**src/rtl/fc_backprop.sv**
```systemverilog
// Backward pass of a fully-connected layer: grad_in[j] = sum_i grad_out[i]*W[i][j].
// Latency: previous_layer*next_layer MAC cycles after the start edge, then a one-cycle done pulse.
// No backpressure: start is taken only in IDLE, and grad_in holds until the next pass completes.
module fc_backprop #(
    parameter int bitwidth       = 8,
    parameter int previous_layer = 25,
    parameter int next_layer     = 2
) (
    input  logic                                         clk,
    input  logic                                         rst_n,
    input  logic                                         start,
    input  logic [bitwidth*next_layer-1:0]               grad_out,
    input  logic [bitwidth*previous_layer*next_layer-1:0] weights,
    output logic                                         busy,
    output logic                                         done,
    output logic [2*bitwidth*previous_layer-1:0]         grad_in
);
    localparam int PW = 2*bitwidth;
    localparam int AW = PW + $clog2(next_layer) + 1;
    localparam int IW = (next_layer > 1) ? $clog2(next_layer) : 1;
    localparam int JW = (previous_layer > 1) ? $clog2(previous_layer) : 1;

    typedef enum logic [1:0] {IDLE, MAC, DONE} state_t;

    state_t                                       state_q, state_d;
    logic [IW-1:0]                                i_q;
    logic [JW-1:0]                                j_q;
    logic signed [AW-1:0]                         acc_q;
    logic [bitwidth*next_layer-1:0]               go_q;
    logic [bitwidth*previous_layer*next_layer-1:0] w_q;
    logic [PW-1:0]                                buf_q [previous_layer];

    logic                 last_i, last_j;
    logic signed [bitwidth-1:0] g_el, w_el;
    logic signed [PW-1:0] prod;
    logic signed [AW-1:0] sum;

    assign last_i = (int'(i_q) == next_layer - 1);
    assign last_j = (int'(j_q) == previous_layer - 1);

    always_comb begin
        g_el = go_q[int'(i_q)*bitwidth +: bitwidth];
        w_el = w_q[(int'(i_q)*previous_layer + int'(j_q))*bitwidth +: bitwidth];
        prod = g_el * w_el;
        sum  = acc_q + AW'(prod);
    end

    always_comb begin
        state_d = state_q;
        case (state_q)
            IDLE:    if (start) state_d = MAC;
            MAC:     if (last_i && last_j) state_d = DONE;
            DONE:    state_d = IDLE;
            default: state_d = IDLE;
        endcase
    end

    always_ff @(posedge clk or negedge rst_n) begin
        if (!rst_n) state_q <= IDLE;
        else        state_q <= state_d;
    end

    assign busy = (state_q == MAC);
    assign done = (state_q == DONE);

    always_ff @(posedge clk or negedge rst_n) begin
        if (!rst_n) begin
            i_q     <= '0;
            j_q     <= '0;
            acc_q   <= '0;
            go_q    <= '0;
            w_q     <= '0;
            grad_in <= '0;
            for (int k = 0; k < previous_layer; k++) buf_q[k] <= '0;
        end else begin
            case (state_q)
                IDLE: begin
                    if (start) begin
                        go_q  <= grad_out;
                        w_q   <= weights;
                        i_q   <= '0;
                        j_q   <= '0;
                        acc_q <= '0;
                    end
                end
                MAC: begin
                    if (last_i) begin
                        buf_q[j_q] <= sum[PW-1:0];
                        acc_q      <= '0;
                        i_q        <= '0;
                        j_q        <= j_q + JW'(1);
                    end else begin
                        acc_q <= sum;
                        i_q   <= i_q + IW'(1);
                    end
                    // The final entry bypasses the buffer so grad_in is already
                    // valid in the cycle where done is high.
                    if (last_i && last_j) begin
                        for (int k = 0; k < previous_layer - 1; k++)
                            grad_in[k*PW +: PW] <= buf_q[k];
                        grad_in[(previous_layer-1)*PW +: PW] <= sum[PW-1:0];
                    end
                end
                default: ;
            endcase
        end
    end
endmodule

```
**config.mk**
```make
export PLATFORM = sky130hd
export DESIGN_NAME = fc_backprop
export DESIGN_NICKNAME = d
export VERILOG_FILES = /design/src/rtl/fc_backprop.sv
export SDC_FILE = /design/constraint.sdc
export NUM_CORES = 2
export LEC_CHECK = 0
export BUFFER_PORTS_ARGS = -buffer_cell sky130_fd_sc_hd__buf_2
export CELL_PAD_IN_SITES_DETAIL_PLACEMENT = 1
export CELL_PAD_IN_SITES_GLOBAL_PLACEMENT = 1
export CORE_MARGIN = 5
export CORE_UTILIZATION = 44
export CTS_CLUSTER_SIZE = 10
export DETAILED_ROUTE_END_ITERATION = 8
export PLACE_DENSITY = 0.79
export SYNTH_ARGS = -nofsm -noshare
export SYNTH_HDL_FRONTEND = slang
export SYNTH_SLANG_ARGS = --single-unit
```
**constraint.sdc**
```tcl
create_clock -name clk -period 8.3 [get_ports clk]
set_input_delay 1.66 -clock clk [delete_from_list [all_inputs] [get_ports clk]]
set_output_delay 1.66 -clock clk [all_outputs]
set_load 0.03 [all_outputs]
```
==> results.sh <==
export IMPL_cp_max_fo=33
export IMPL_layout_drive_gt1_share_pct=23.3
export IMPL_route_detailed_drc=0
export IMPL_min_period_ns=7.98
export IMPL_overflow=0
export IMPL_synth_top_cell_area_share_pct=59.1
export IMPL_cts_tree="built"
export IMPL_io_pin_count=821
export IMPL_synth_warnings=0
export IMPL_powerDensity_nw_per_um2=194
export IMPL_chipWidth_um=353
export IMPL_synth_common_cells="2,689 x nand2_1, 1,224 x dfrtp_1, 280 x clkbuf_1"
export IMPL_ys_types=54
export IMPL_cts_clk_slew_worst_paths_ns=0.05
export IMPL_critical_path_arrival_ns=8.52
export IMPL_leakage_uw=0.0348
export IMPL_areaGrowthSynthToFinish_pct=19.2
export IMPL_cts_root_buf="clkbuf_16"
export IMPL_fin_crit_sh_pct=96.2
export IMPL_htree_levels=4
export IMPL_drt_iter0_markers=2507
export IMPL_yosys_top_cells_area="dfrtp_1 59%, nand2_1 19%, mux4_2 4.2%, mux2_2 4.0%, fa_1 2.8%"
export IMPL_postSynthCellCount=5230
export IMPL_port_buffers=820
export IMPL_pwr_share_seq_pct=49.9
export IMPL_detail_route_antenna_nets=0
export IMPL_min_path_type="register to register"
export IMPL_maxCapViolations=0
export IMPL_ys_async_sr_fraction_pct=100
export IMPL_yosys_area_top_type="dfrtp_1"
export IMPL_via_per_inst=5.32
export IMPL_setup_viol=0
export IMPL_finalPower_uw=12000
export IMPL_vias=40135
export IMPL_grt_usage_pct=27.9
export IMPL_worst_pin_slew_ns=1.16
export IMPL_skew_ns=0.0263
export IMPL_antenna_found_initial=17
export IMPL_final_net_count=6499
export IMPL_routabilityCongestion=0.884
export IMPL_ys_seq_area_share_pct=59.1
export IMPL_dp_hpwl_mm=120
export IMPL_hold_viol_final=0
export IMPL_core_area_um2=118000
export IMPL_syn_area_um2=51800
export IMPL_switching_share_pct=21.7
export IMPL_syn_nets=5766
export IMPL_ys_flop_type="dfrtp_1"
export IMPL_ys_ff_latch=1224
export IMPL_slew_headroom_pct=20.5
export IMPL_avgSynthCellArea_um2=9.91
export IMPL_path_class="register to register"
export IMPL_yosysMostFrequentCell="nand2_1"
export IMPL_dr_pass1_iters=5
export IMPL_die_area_um2=125000
export IMPL_clockBufferDepth=3
export IMPL_clockPowerShare_pct=48.0
export IMPL_num_rows=126
export IMPL_cp_end_kind="register"
export IMPL_finalMaxSlewViolations=0
export IMPL_start_util_pct=44.1
export IMPL_run_status="complete, no violations"
export IMPL_max_vdd_ir_drop_uv=174
export IMPL_numCtsBuffers=144
export IMPL_fmax_mhz=125
export IMPL_clk_latency_ns=0.73
export IMPL_grt_pass1_vias=44195
export IMPL_crit_path_start_kind="register"
export IMPL_hold_ws_ns=0.452
export IMPL_wl_per_cell_um=23.3
export IMPL_die_height_um=353
export IMPL_tns_ns=0
export IMPL_cts_sinks=1224
export IMPL_grt_pass1_wl_mm=268
export IMPL_required_ns=8.84
export IMPL_power_frac_comb_pct=2.1
export IMPL_synth_edff_count=0
export IMPL_grt_max_degree=227
export IMPL_switching_power_uw=2600
export IMPL_routed_wl_mm=176
export IMPL_rsz0062_at_grt="false"
export IMPL_p_int_uw=9360
kinds of logic after synthesis:
family,synth area share [%]
AO/OA/AOI/OAI,3.36
XOR/XNOR,0.485
adder cells (fa/ha/maj),3.87
buffers and inverters,3.08
flip-flops,59.1
multiplexers,9.21
AND/OR/NAND/NOR,20.9
timing repair:
item / CTS / global route
hold buffers: 0 / 0
resized for setup: 0 / 3
buffers inserted: 0 / 6
endpoints found under the setup margin: 0 / 122
power by group through the flow:
stage / Sequential [µW] / Combinational (µW) / Clock (µW)
3_3_place_gp: 6080 / 255 / 0
4_1_cts: 5970 / 257 / 5870
5_1_grt: 5970 / 282 / 6120
3_5_place_dp: 6080 / 256 / 0
6_report: 5970 / 249 / 5750
2_1_floorplan: 6080 / 2.24 / 0
layer usage:
metal  share of wire (%)  vias up  global-route usage [%]
met4                 5.6        6                    14.0
li1                    -    17946                       -
met1                  40    20578                    35.0
met2                  49     1222                    47.1
met3                 5.0      383                    4.60
met5               0.023        -                       0
state kept, by name (all words and copies together) (netlist names):
signal	flops
acc_q	16
buf_q	384
go_q	16
grad_in	400
i_q	1
j_q	5
state_q	2
w_q	400
worst max-delay path, stage by stage (launching register included):
cell	delay [ns]
dfrtp_1	0.48
ha_4	0.22
ha_4	0.53
buf_12	0.28
mux4_2	0.34
mux2i_1	0.33
nor3_1	0.08
or4_1	0.54
o22ai_4	0.30
nor2_1	0.11
fa_1	0.52
inv_1	0.06
fa_1	0.56
fa_1	0.43
fa_1	0.47
fa_1	0.52
inv_1	0.04
ha_1	0.41
o21ai_0	0.14
nor2_1	0.15
o21ai_1	0.20
o21ai_0	0.36
xnor2_2	0.15
buf_4	0.36
o21ai_0	0.17
layout by cell type (no fill, tap or decap), drive strengths merged, types with 11 or more instances in the layout:
cell | netlist | layout
nand2b | 18 | 18
nor3 | 32 | 32
mux2i | 55 | 55
nor2b | 13 | 13
clkbuf | 281 | 167
diode | 0 | 13
ha | 45 | 45
nand2 | 2689 | 2689
mux4 | 96 | 96
mux2 | 183 | 183
xor2 | 11 | 11
o21ai | 242 | 242
xnor2 | 16 | 16
dfrtp | 1224 | 1224
nor2 | 44 | 44
buf | 34 | 902
fa | 72 | 72
nand3 | 15 | 15
inv | 82 | 90
layout make-up:
type | instances | area, µm²
Tap cell | 1536 | 1920
Sequential cell | 1224 | 30600
Clock buffer | 167 | 3810
Timing Repair Buffer | 902 | 4970
Multi-Input combinational cell | 3608 | 19900
Fill cell | 13231 | 55800
Antenna cell | 13 | 32.5
Clock inverter | 15 | 249
Inverter | 83 | 319
path summary, 6_finish.rpt:
| kind | from | end | slack [ns] | cells past startpoint |
|---|---|---|---|---|
| max in group asynchronous | rst_n | grad_in[48]$_DFFE_PN0P_ | 5.52 | 3 |
| max reg2reg | j_q[0]$_DFFE_PN0P_ | buf_q[141]$_DFFE_PN0P_ | 0.32 | 24 |
| max | j_q[0]$_DFFE_PN0P_ | buf_q[141]$_DFFE_PN0P_ | 0.32 | 24 |
| min in group asynchronous | rst_n | buf_q[181]$_DFFE_PN0P_ | 0.94 | 1 |
| min | buf_q[356]$_DFFE_PN0P_ | grad_in[36]$_DFFE_PN0P_ | 0.45 | 2 |
| min reg2reg | buf_q[356]$_DFFE_PN0P_ | grad_in[36]$_DFFE_PN0P_ | 0.45 | 2 |
per-stage QoR:
step | util [%] | cells | worst slack [ns] | cell area (µm²)
final | 52.5 | 7548 | 0.316 | 61800
after global routing | 52.5 | 7543 | 0.00294 | 61800
after floorplan | - | 5230 | 0.971 | 51800
after detailed placement | 49.0 | 7347 | 0.0761 | 57600
after CTS | 52.4 | 7529 | 0.0202 | 61700
after global placement | 49.0 | 7347 | 0.184 | 57600
Note: power is estimated with default switching activity, not from simulation.
